**config.mk**
```make
export PLATFORM = sky130hd
export DESIGN_NAME = ysyx_041514_mdu_ctrl
export DESIGN_NICKNAME = d
export VERILOG_FILES = /design/src/rtl/ysyx_041514_mdu_ctrl.sv
export SDC_FILE = /design/constraint.sdc
export NUM_CORES = 1
export LEC_CHECK = 0
export CAP_MARGIN = 20
export CORE_UTILIZATION = 35
export CTS_CLUSTER_SIZE = 20
export DETAILED_ROUTE_END_ITERATION = 6
export PLACE_DENSITY = 0.77
export REMOVE_ABC_BUFFERS = 1
export SLEW_MARGIN = 15
export SYNTH_ARGS = -nofsm -noshare
export SYNTH_HDL_FRONTEND = slang
export SYNTH_SLANG_ARGS = --single-unit
```
**constraint.sdc**
```tcl
create_clock -name clk -period 1.9 [get_ports clk]
set_input_delay 0.38 -clock clk [delete_from_list [all_inputs] [get_ports clk]]
set_output_delay 0.38 -clock clk [all_outputs]
set_load 0.02 [all_outputs]
```
**src/rtl/ysyx_041514_mdu_ctrl.sv**
```systemverilog
// ---------------------------------------------------------------------------
// ysyx_041514_mdu_ctrl
//
// Purpose:
//   Sequencing controller between the execute stage and the iterative
//   multiplier / divider units. It fires a one-cycle start pulse at the
//   selected unit and stalls the pipeline while the unit runs. It buffers the
//   returned result until the execute stage consumes it. A flushed op whose
//   unit is still busy is drained silently. An 8-bit watchdog abandons an op
//   whose unit never answers and raises a sticky error flag.
//
// Ports:
//   clk            sole clock, rising edge
//   rst            synchronous reset, active low
//   req_valid_i    execute stage holds a mul/div op
//   req_sel_i      0 = multiply, 1 = divide/remainder
//   req_bypass_i   result resolved combinationally upstream, no unit start
//   flush_i        pipeline flush, discard the current op
//   ex_ready_i     execute stage consumes the buffered result this cycle
//   mul_valid_o    start pulse to the multiplier
//   mul_ready_i    multiplier result valid
//   mul_data_i     multiplier result
//   div_valid_o    start pulse to the divider
//   div_ready_i    divider result valid
//   div_data_i     divider result
//   buff_valid_o   buffered result valid
//   buff_data_o    buffered result
//   stall_req_o    pipeline stall request
//   busy_o         a unit operation is in flight
//   timeout_o      sticky watchdog error flag
// ---------------------------------------------------------------------------
module ysyx_041514_mdu_ctrl #(
    parameter int XLEN    = 64,
    parameter int TIMEOUT = 255
) (
    input  logic            clk,
    input  logic            rst,
    input  logic            req_valid_i,
    input  logic            req_sel_i,
    input  logic            req_bypass_i,
    input  logic            flush_i,
    input  logic            ex_ready_i,
    output logic            mul_valid_o,
    input  logic            mul_ready_i,
    input  logic [XLEN-1:0] mul_data_i,
    output logic            div_valid_o,
    input  logic            div_ready_i,
    input  logic [XLEN-1:0] div_data_i,
    output logic            buff_valid_o,
    output logic [XLEN-1:0] buff_data_o,
    output logic            stall_req_o,
    output logic            busy_o,
    output logic            timeout_o
);

    typedef enum logic [1:0] {
        S_IDLE  = 2'd0,
        S_WAIT  = 2'd1,
        S_HOLD  = 2'd2,
        S_DRAIN = 2'd3
    } state_t;

    localparam logic [7:0] LP_LIMIT = 8'(TIMEOUT);

    state_t          r_state;
    logic            r_sel;
    logic [7:0]      r_cnt;
    logic            r_buff_valid;
    logic [XLEN-1:0] r_buff_data;
    logic            r_timeout;

    logic            w_req_go;
    logic            w_start;
    logic            w_ready;
    logic [XLEN-1:0] w_data;
    logic [7:0]      w_cnt_next;
    logic            w_expire;

    // A request wants a unit only when it is neither resolved upstream nor
    // being flushed. The same term drives the stall in IDLE and DRAIN.
    assign w_req_go = req_valid_i & ~req_bypass_i & ~flush_i;

    // The start pulse has to appear in the very cycle the request is seen,
    // so it is decoded from the state register rather than registered.
    // Gating with rst keeps the units quiet while reset is applied.
    assign w_start     = rst & (r_state == S_IDLE) & w_req_go;
    assign mul_valid_o = w_start & ~req_sel_i;
    assign div_valid_o = w_start &  req_sel_i;

    // Only the unit that was started is listened to; the other unit's
    // handshake can be left over from an unrelated op and must not leak in.
    assign w_ready = r_sel ? div_ready_i : mul_ready_i;
    assign w_data  = r_sel ? div_data_i  : mul_data_i;

    // Watchdog count for the current cycle, saturating at the limit. The op
    // expires in the cycle this count lands on the limit, so a unit that
    // answers in that very cycle still wins.
    assign w_cnt_next = (r_cnt == LP_LIMIT) ? r_cnt : r_cnt + 8'd1;
    assign w_expire   = (w_cnt_next == LP_LIMIT);

    // While reset is held the stall follows the IDLE rule regardless of the
    // state register, since the controller is about to be IDLE anyway.
    // During DRAIN a new request must stall because it cannot start yet.
    assign stall_req_o = (!rst || r_state == S_IDLE || r_state == S_DRAIN)
                         ? w_req_go : (r_state == S_WAIT);
    assign busy_o       = (r_state == S_WAIT) || (r_state == S_DRAIN);
    assign buff_valid_o = r_buff_valid;
    assign buff_data_o  = r_buff_data;
    assign timeout_o    = r_timeout;

    // Main controller. IDLE launches an op and WAIT collects its result into
    // the buffer. HOLD presents the buffer until it is consumed or flushed.
    // DRAIN swallows the answer of an op that was flushed while running.
    // Leaving HOLD always passes through IDLE, so a new op can never start
    // in the cycle the previous result is consumed. A watchdog expiry in
    // WAIT or DRAIN abandons the op and latches the sticky error flag; it
    // takes precedence over a flush because the unit is considered hung.
    always_ff @(posedge clk) begin
        if (!rst) begin
            r_state      <= S_IDLE;
            r_sel        <= 1'b0;
            r_cnt        <= 8'd0;
            r_buff_valid <= 1'b0;
            r_buff_data  <= '0;
            r_timeout    <= 1'b0;
        end else begin
            case (r_state)
                S_IDLE: begin
                    if (w_req_go) begin
                        r_sel   <= req_sel_i;
                        r_cnt   <= 8'd0;
                        r_state <= S_WAIT;
                    end
                end
                S_WAIT: begin
                    r_cnt <= w_cnt_next;
                    if (w_ready) begin
                        if (flush_i) begin
                            r_state <= S_IDLE;
                        end else begin
                            r_buff_data  <= w_data;
                            r_buff_valid <= 1'b1;
                            r_state      <= S_HOLD;
                        end
                    end else if (w_expire) begin
                        r_timeout    <= 1'b1;
                        r_buff_valid <= 1'b0;
                        r_state      <= S_IDLE;
                    end else if (flush_i) begin
                        r_cnt   <= 8'd0;
                        r_state <= S_DRAIN;
                    end
                end
                S_HOLD: begin
                    if (ex_ready_i || flush_i) begin
                        r_buff_valid <= 1'b0;
                        r_state      <= S_IDLE;
                    end
                end
                S_DRAIN: begin
                    r_cnt <= w_cnt_next;
                    if (w_ready) begin
                        r_state <= S_IDLE;
                    end else if (w_expire) begin
                        r_timeout    <= 1'b1;
                        r_buff_valid <= 1'b0;
                        r_state      <= S_IDLE;
                    end
                end
                default: begin
                    r_state <= S_IDLE;
                end
            endcase
        end
    end

endmodule

```
Word-level counts from Yosys, hierarchy flattened
Index checks and enable logic that the tools add are counted.
{"block": "classes", "add_sub_neg": 1, "multipliers": 0, "n_div": 0, "n_lt_le_gt_ge": 0, "n_eq_ne": 11, "shift": 0, "mux": 24, "bitwise_logic": 10, "reduce_logical": 15}
{"cell": "2-to-1 mux 64 bit", "count": 1}
{"cell": "2-to-1 mux 8 bit", "count": 5}
{"cell": "case mux 8 bit (3 select lines)", "count": 1}
{"cell": "equality test 8 bit (second input constant)", "count": 2}
{"cell": "2-to-1 mux 2 bit", "count": 8}
{"cell": "adder 8 x 1 -> 8 bit (second input constant)", "count": 1}
{"cell": "case mux 2 bit (4 select lines)", "count": 1}
{"cell": "AND reduction 4 bit", "count": 2}
{"cell": "2-to-1 mux 1 bit", "count": 7}
{"cell": "AND 1 bit", "count": 6}
{"cell": "inequality test 2 bit (second input constant)", "count": 3}
{"cell": "inequality test 3 bit (second input constant)", "count": 2}
{"cell": "AND reduction 3 bit", "count": 2}
{"cell": "nonzero test 3 bit", "count": 2}
{"cell": "equality test 2 bit (second input constant)", "count": 2}
{"cell": "logical OR 1 bit", "count": 4}
{"cell": "inequality test 4 bit (second input constant)", "count": 1}
{"cell": "NOT 1 bit", "count": 4}
{"cell": "AND reduction 2 bit", "count": 2}
{"cell": "case mux 1 bit (3 select lines)", "count": 1}
{"cell": "equality test 2 x 1 -> 1 bit (second input constant)", "count": 1}
{"cell": "zero test 2 bit", "count": 1}
{"cell": "OR reduction 2 bit", "count": 1}
{"cell": "zero test 1 bit", "count": 1}
{"block": "word_totals", "ff_bits": 77, "latchBits": 0, "mem_bits_rw": 0, "mem_bits_ro": 0, "inputBits": 137, "output_inout_bits": 70, "elab_cells": 67, "mem_count": 0}

Longest topological paths before layout
Gate-level depths: netlist (run 1).
{"block": "depth", "depth_word": 6, "mapped_depth": 8, "mapped_depth_nobuf": 6}

Worst setup path after synthesis (run 1)
No wires, ideal clock.
{"block": "synth_path", "path_type": "register -> register", "from": "register r_cnt[0]", "to": "register r_buff_valid, in the netlist buff_valid_o", "setup_time_ns": 0.117, "t_arrival_ns": 1.807, "t_required_ns": 1.783, "path_slack_ns": -0.025, "path_stages_with_launch": 8, "path_buffers": 1, "period_less_slack_ns": 1.925, "cell_sequence": "dfxtp_1 ha_1 and4_1 buf_6 a211o_1 a221oi_2 nand2_1 a32o_1"}
{"block": "synth_via", "elab_chain_len": 6, "elab_cells_between_ends": 8, "classes_between": "add/sub: 1; eq/ne: 2; mux: 5"}
{"element": "start, declared", "line": "67", "text": "logic [7:0] r_cnt;"}
{"element": "start signal, assigned", "line": "136", "text": "r_cnt <= w_cnt_next;"}
{"element": "start signal, assigned", "line": "161", "text": "r_cnt <= w_cnt_next;"}
{"element": "adder 8 x 1 -> 8 bit / equality test 8 bit (equally long branches)", "line": "98", "text": "assign w_cnt_next = (r_cnt == LP_LIMIT) ? r_cnt : r_cnt + 8'd1;"}
{"element": "2-to-1 mux 8 bit *", "line": "98"}
{"element": "equality test 8 bit *", "line": "99", "text": "assign w_expire = (w_cnt_next == LP_LIMIT);"}
{"element": "2-to-1 mux 1 bit *"}
{"element": "2-to-1 mux 1 bit (on tied branches)"}
{"element": "case mux 1 bit (3 select lines) *"}
{"element": "end signal, assigned", "line": "123", "text": "r_buff_valid <= 1'b0;"}
{"element": "end signal, assigned", "line": "142", "text": "r_buff_valid <= 1'b1;"}
{"element": "end signal, assigned", "line": "147", "text": "r_buff_valid <= 1'b0;"}
{"element": "end, declared", "line": "68", "text": "logic r_buff_valid;"}
Mark *: on every way between the ends. The rest lies on a longest branch, timed or not. The select of a mux whose other input is x is not followed.
A chain may end at the register's enable or synchronous reset.

Worst setup path after layout (run 1)
{"block": "layout_path", "from": "register r_cnt[0]", "to": "register r_cnt[5]"}
{"block": "layout_via", "elab_chain_len": 6, "elab_cells_between_ends": 8, "classes_between": "add/sub: 1; eq/ne: 2; mux: 5"}
{"element": "adder 8 x 1 -> 8 bit / equality test 8 bit (equally long branches)", "line": "98"}
{"element": "2-to-1 mux 8 bit *", "line": "98"}
{"element": "equality test 8 bit / 2-to-1 mux 8 bit (equally long branches)", "line": "99, 149"}
{"element": "2-to-1 mux 8 bit", "line": "145", "text": "end else if (w_expire) begin"}
{"element": "2-to-1 mux 8 bit", "line": "137", "text": "if (w_ready) begin"}
{"element": "case mux 8 bit (3 select lines) *", "line": "127", "text": "case (r_state)"}
Mark *: on every way between the ends. The rest lies on a longest branch, timed or not.

==> run_results.csv, run 1 <==
group,metric,value,unit
setup_path,r2r_slack,-0.01,ns
synth,syn_area,3680,sq um
clocking,clk_path_buf_depth,2,
setup_path,crit_start,"r_cnt[0]$_SDFFE_PN0P_",
global_routing,grt_start_max_net_pins,44,
pwr,irDropWorstVdd,409,uV
layout,final_common_cell,"clkdlybuf4s50_1",
synth,ys_seq_elements,77,
synth,yosysUniqueCellTypes,49,
route,vias,3852,
route,drc,0,
setup_path,crit_type,"reg -> reg",
floorplanning,die_w,104,microns
synth,synthArstFlopShare,0,%
route,viasPerCell,5.05,
route,dr.pass1.iters,4,
synth,ys.flop_type,"dfxtp_1",
worst_hold_path,hold_path.startpoint,"timeout_o$_SDFFE_PN0P_",
worst_hold_path,hold_path_class,"reg -> reg",
status,status,"finished, violations left",
floorplanning,start_util,35.9,%
worst_hold_path,min_path_cells,2,
flow_run,maxCapViolations,0,
synth,syn_inst,401,
route,drt_iter0_drc,144,
setup_path,worstPathArrival,2.19,ns
sta,clock.fmax,523,MHz
synth,ys_seq_area_share,41.9,%
sta,fin_tns_setup,-0.0133,ns
sta,finalSetupViolCount,2,
clocking,tritoncts,"done",
layout,layout.nets,760,
pwr,leakage,0.00218,uW
sta,rsz0062_at_grt,"true",
clocking,numCtsBuffers,9,
setup_path,critPathCaptureType,"register",
global_routing,grt_pass1_wl,18000,microns
sta,fin_crit,1.91,ns
global_routing,grt_overflow,0,
floorplanning,fp.dieArea,10900,sq um
sta,period_share,101,%
floorplanning,ioPinCount,207,
layout,diodes,0,
sta,fin_ws,-0.0128,ns
pwr,p_per_area,580,nW/um^2
route,drtAntennaViolNets,0,
pwr,power.total,3720,uW
setup_path,timing.rr.end,"r_cnt[5]$_SDFFE_PN0P_",
route,post_drt_wl_per_cell,14.9,microns
setup_path,path_max_fanout,8,
placed_design,io_buffers,206,
sta,hold_viol_final,0,
clocking,clock_latency,0.34,ns
layout,synthToLayoutAreaGrowth,74.3,%
layout,layout-drive-gt1-share,12.0,%
global_routing,grtUsageTotal,20.3,%
synth,yosysWarnings,0,
layout,layout_common_cells,"clkdlybuf4s50_1 (199), nor2_1 (77), dfxtp_1 (74)",
clocking,h-tree-depth,3,
worst_hold_path,hold_path_end,"timeout_o$_SDFFE_PN0P_",
sta,maxSlewHeadroom,63.8,%
synth,postSynthAreaPerCell,9.17,sq um
placed_design,place_hpwl,8510,microns
global_routing,antenna_found_initial,0,
floorplanning,rows,37,
floorplanning,core,10200,sq um
clocking,cts_root_buffer,"clkbuf_8",
sta,worst-slew-pin-transition,0.543,ns
sta,maxSlewViolCount,0,
setup_path,cp-start-kind,"register",
status,violations,"negative setup slack",
route,wirelength,11400,microns
setup_path,worst_ep_required_time,2.17,ns
clocking,clkTransAtPathRegs,0.08,ns
placed_design,gp_congestion,0.897,
setup_path,ff2ff_path_depth,7,
floorplanning,fp.dieH,104,microns
sta,skew,0.0109,ns
setup_path,r2r-start,"r_cnt[0]$_SDFFE_PN0P_",
global_routing,grt_pass1_vias,3742,
synth,synth_edf_count,0,
clocking,cts.sinks,77,
## power breakdown
| part | internal, uW | leakage [uW] | total, uW | switching, uW |
|---|---|---|---|---|
| combinational | 398 | 0.00144 | 631 | 233 |
| sequential | 1640 | 0.000624 | 1660 | 16.0 |
| clock | 821 | 0.000115 | 1430 | 610 |
## stage by stage
stage	instance area, sq um	util [%]	worst slack, ns	hold slack [ns]	std cells
2_1_floorplan	3510	-	-5.20	0.498	366
3_3_place_gp	6070	59.3	-0.467	0.439	742
3_5_place_dp	6070	59.3	-0.523	0.441	742
4_1_cts	6350	62.0	-0.00797	0.453	761
5_1_grt	6410	62.6	-0.0868	0.483	763
6_report	6410	62.6	-0.0128	0.457	763
## registers in the layout, summed over array words and instances, names as in the netlist
name,flops
buff_data_o,64
r_cnt,8
r_state,2
buff_valid_o,1
r_sel,1
timeout_o,1
## critical path, stage by stage, from the launching register on
cell      delay (ns)
dfxtp_2         0.35
ha_4            0.16
and4_4          0.20
a211o_1         0.34
a221oi_4        0.32
buf_6           0.15
nand4b_4        0.19
nand2_1         0.14
## metal layers
metal	vias to the layer above	global-route usage (%)	wire length [microns]	share of wire, %
met5	-	0	0	0
met4	0	5.51	108	0.95
met3	10	5.95	777	6.8
met2	136	38.6	6180	54
met1	1784	21.6	4310	38
li1	1922	-	-	-
## kinds of logic (layout without fill, tap and decap cells)
logic type | Yosys count | count (layout) | synth area share (%)
AND/OR/NAND/NOR | 109 | 109 | 13.4
AO/OA/AOI/OAI | 105 | 105 | 20.5
flip-flops | 77 | 77 | 41.9
multiplexers | 68 | 68 | 18.5
buffers and inverters | 40 | 266 | 5.00
adder cells (fa/ha/maj) | 2 | 2 | 0.613
## layout make-up
class	count	area (sq um)
inverters	5	18.8
well taps	136	170
flip-flops and latches	77	1550
fillers	870	3820
multi-input cells	284	2020
clock buffers	11	153
clock inverters	5	81.3
repair buffers	245	2410
## how the worst max path moves through the flow
stage,to,slack (ns),cells past startpoint
after floorplan,buff_data_o[0]$_SDFFE_PN0P_,-5.20,4
after global placement,div_valid_o,-0.47,5
after detailed placement,div_valid_o,-0.52,5
after CTS,r_cnt[5]$_SDFFE_PN0P_,-0.008,7
after global routing,r_cnt[3]$_SDFFE_PN0P_,-0.09,7
final,r_cnt[5]$_SDFFE_PN0P_,-0.01,7
## synth_stat cells (2+ instances only)
library cell | count | area share (%)
a41oi_1 | 2 | 0.48
o21ai_0 | 4 | 0.54
nand2_1 | 7 | 0.71
inv_1 | 4 | 0.41
a211oi_1 | 65 | 13
o21ai_1 | 9 | 1.2
nor2b_1 | 2 | 0.34
buf_2 | 17 | 2.3
nor2_1 | 77 | 7.9
a21oi_1 | 7 | 0.95
o22ai_1 | 4 | 0.68
and3_1 | 3 | 0.51
clkbuf_1 | 14 | 1.4
nand3_1 | 5 | 0.68
dfxtp_1 | 77 | 42
mux2i_1 | 67 | 18
nand4_1 | 2 | 0.34
a31oi_1 | 4 | 0.68
## timing repair
item / 4_1_cts / 5_1_grt
gates resized for setup: 20 / 13
endpoints found under the setup margin: 13 / 14
buffers inserted: 3 / 2
hold buffers: 0 / 0
pin swaps: 3 / 4
No activity file was read; power rests on OpenSTA's default activity.
==> run 2, diff against run 1 <==
--- a/config.mk
+++ b/config.mk
@@ -11,7 +11,7 @@
 export DETAILED_ROUTE_END_ITERATION = 6
 export PLACE_DENSITY = 0.77
 export REMOVE_ABC_BUFFERS = 1
-export SLEW_MARGIN = 15
+export SLEW_MARGIN = 20
 export SYNTH_ARGS = -nofsm -noshare
 export SYNTH_HDL_FRONTEND = slang
 export SYNTH_SLANG_ARGS = --single-unit
==> results of run 2 <==
Same layout as run 1: the final DEF is identical, and so are final timing and power.
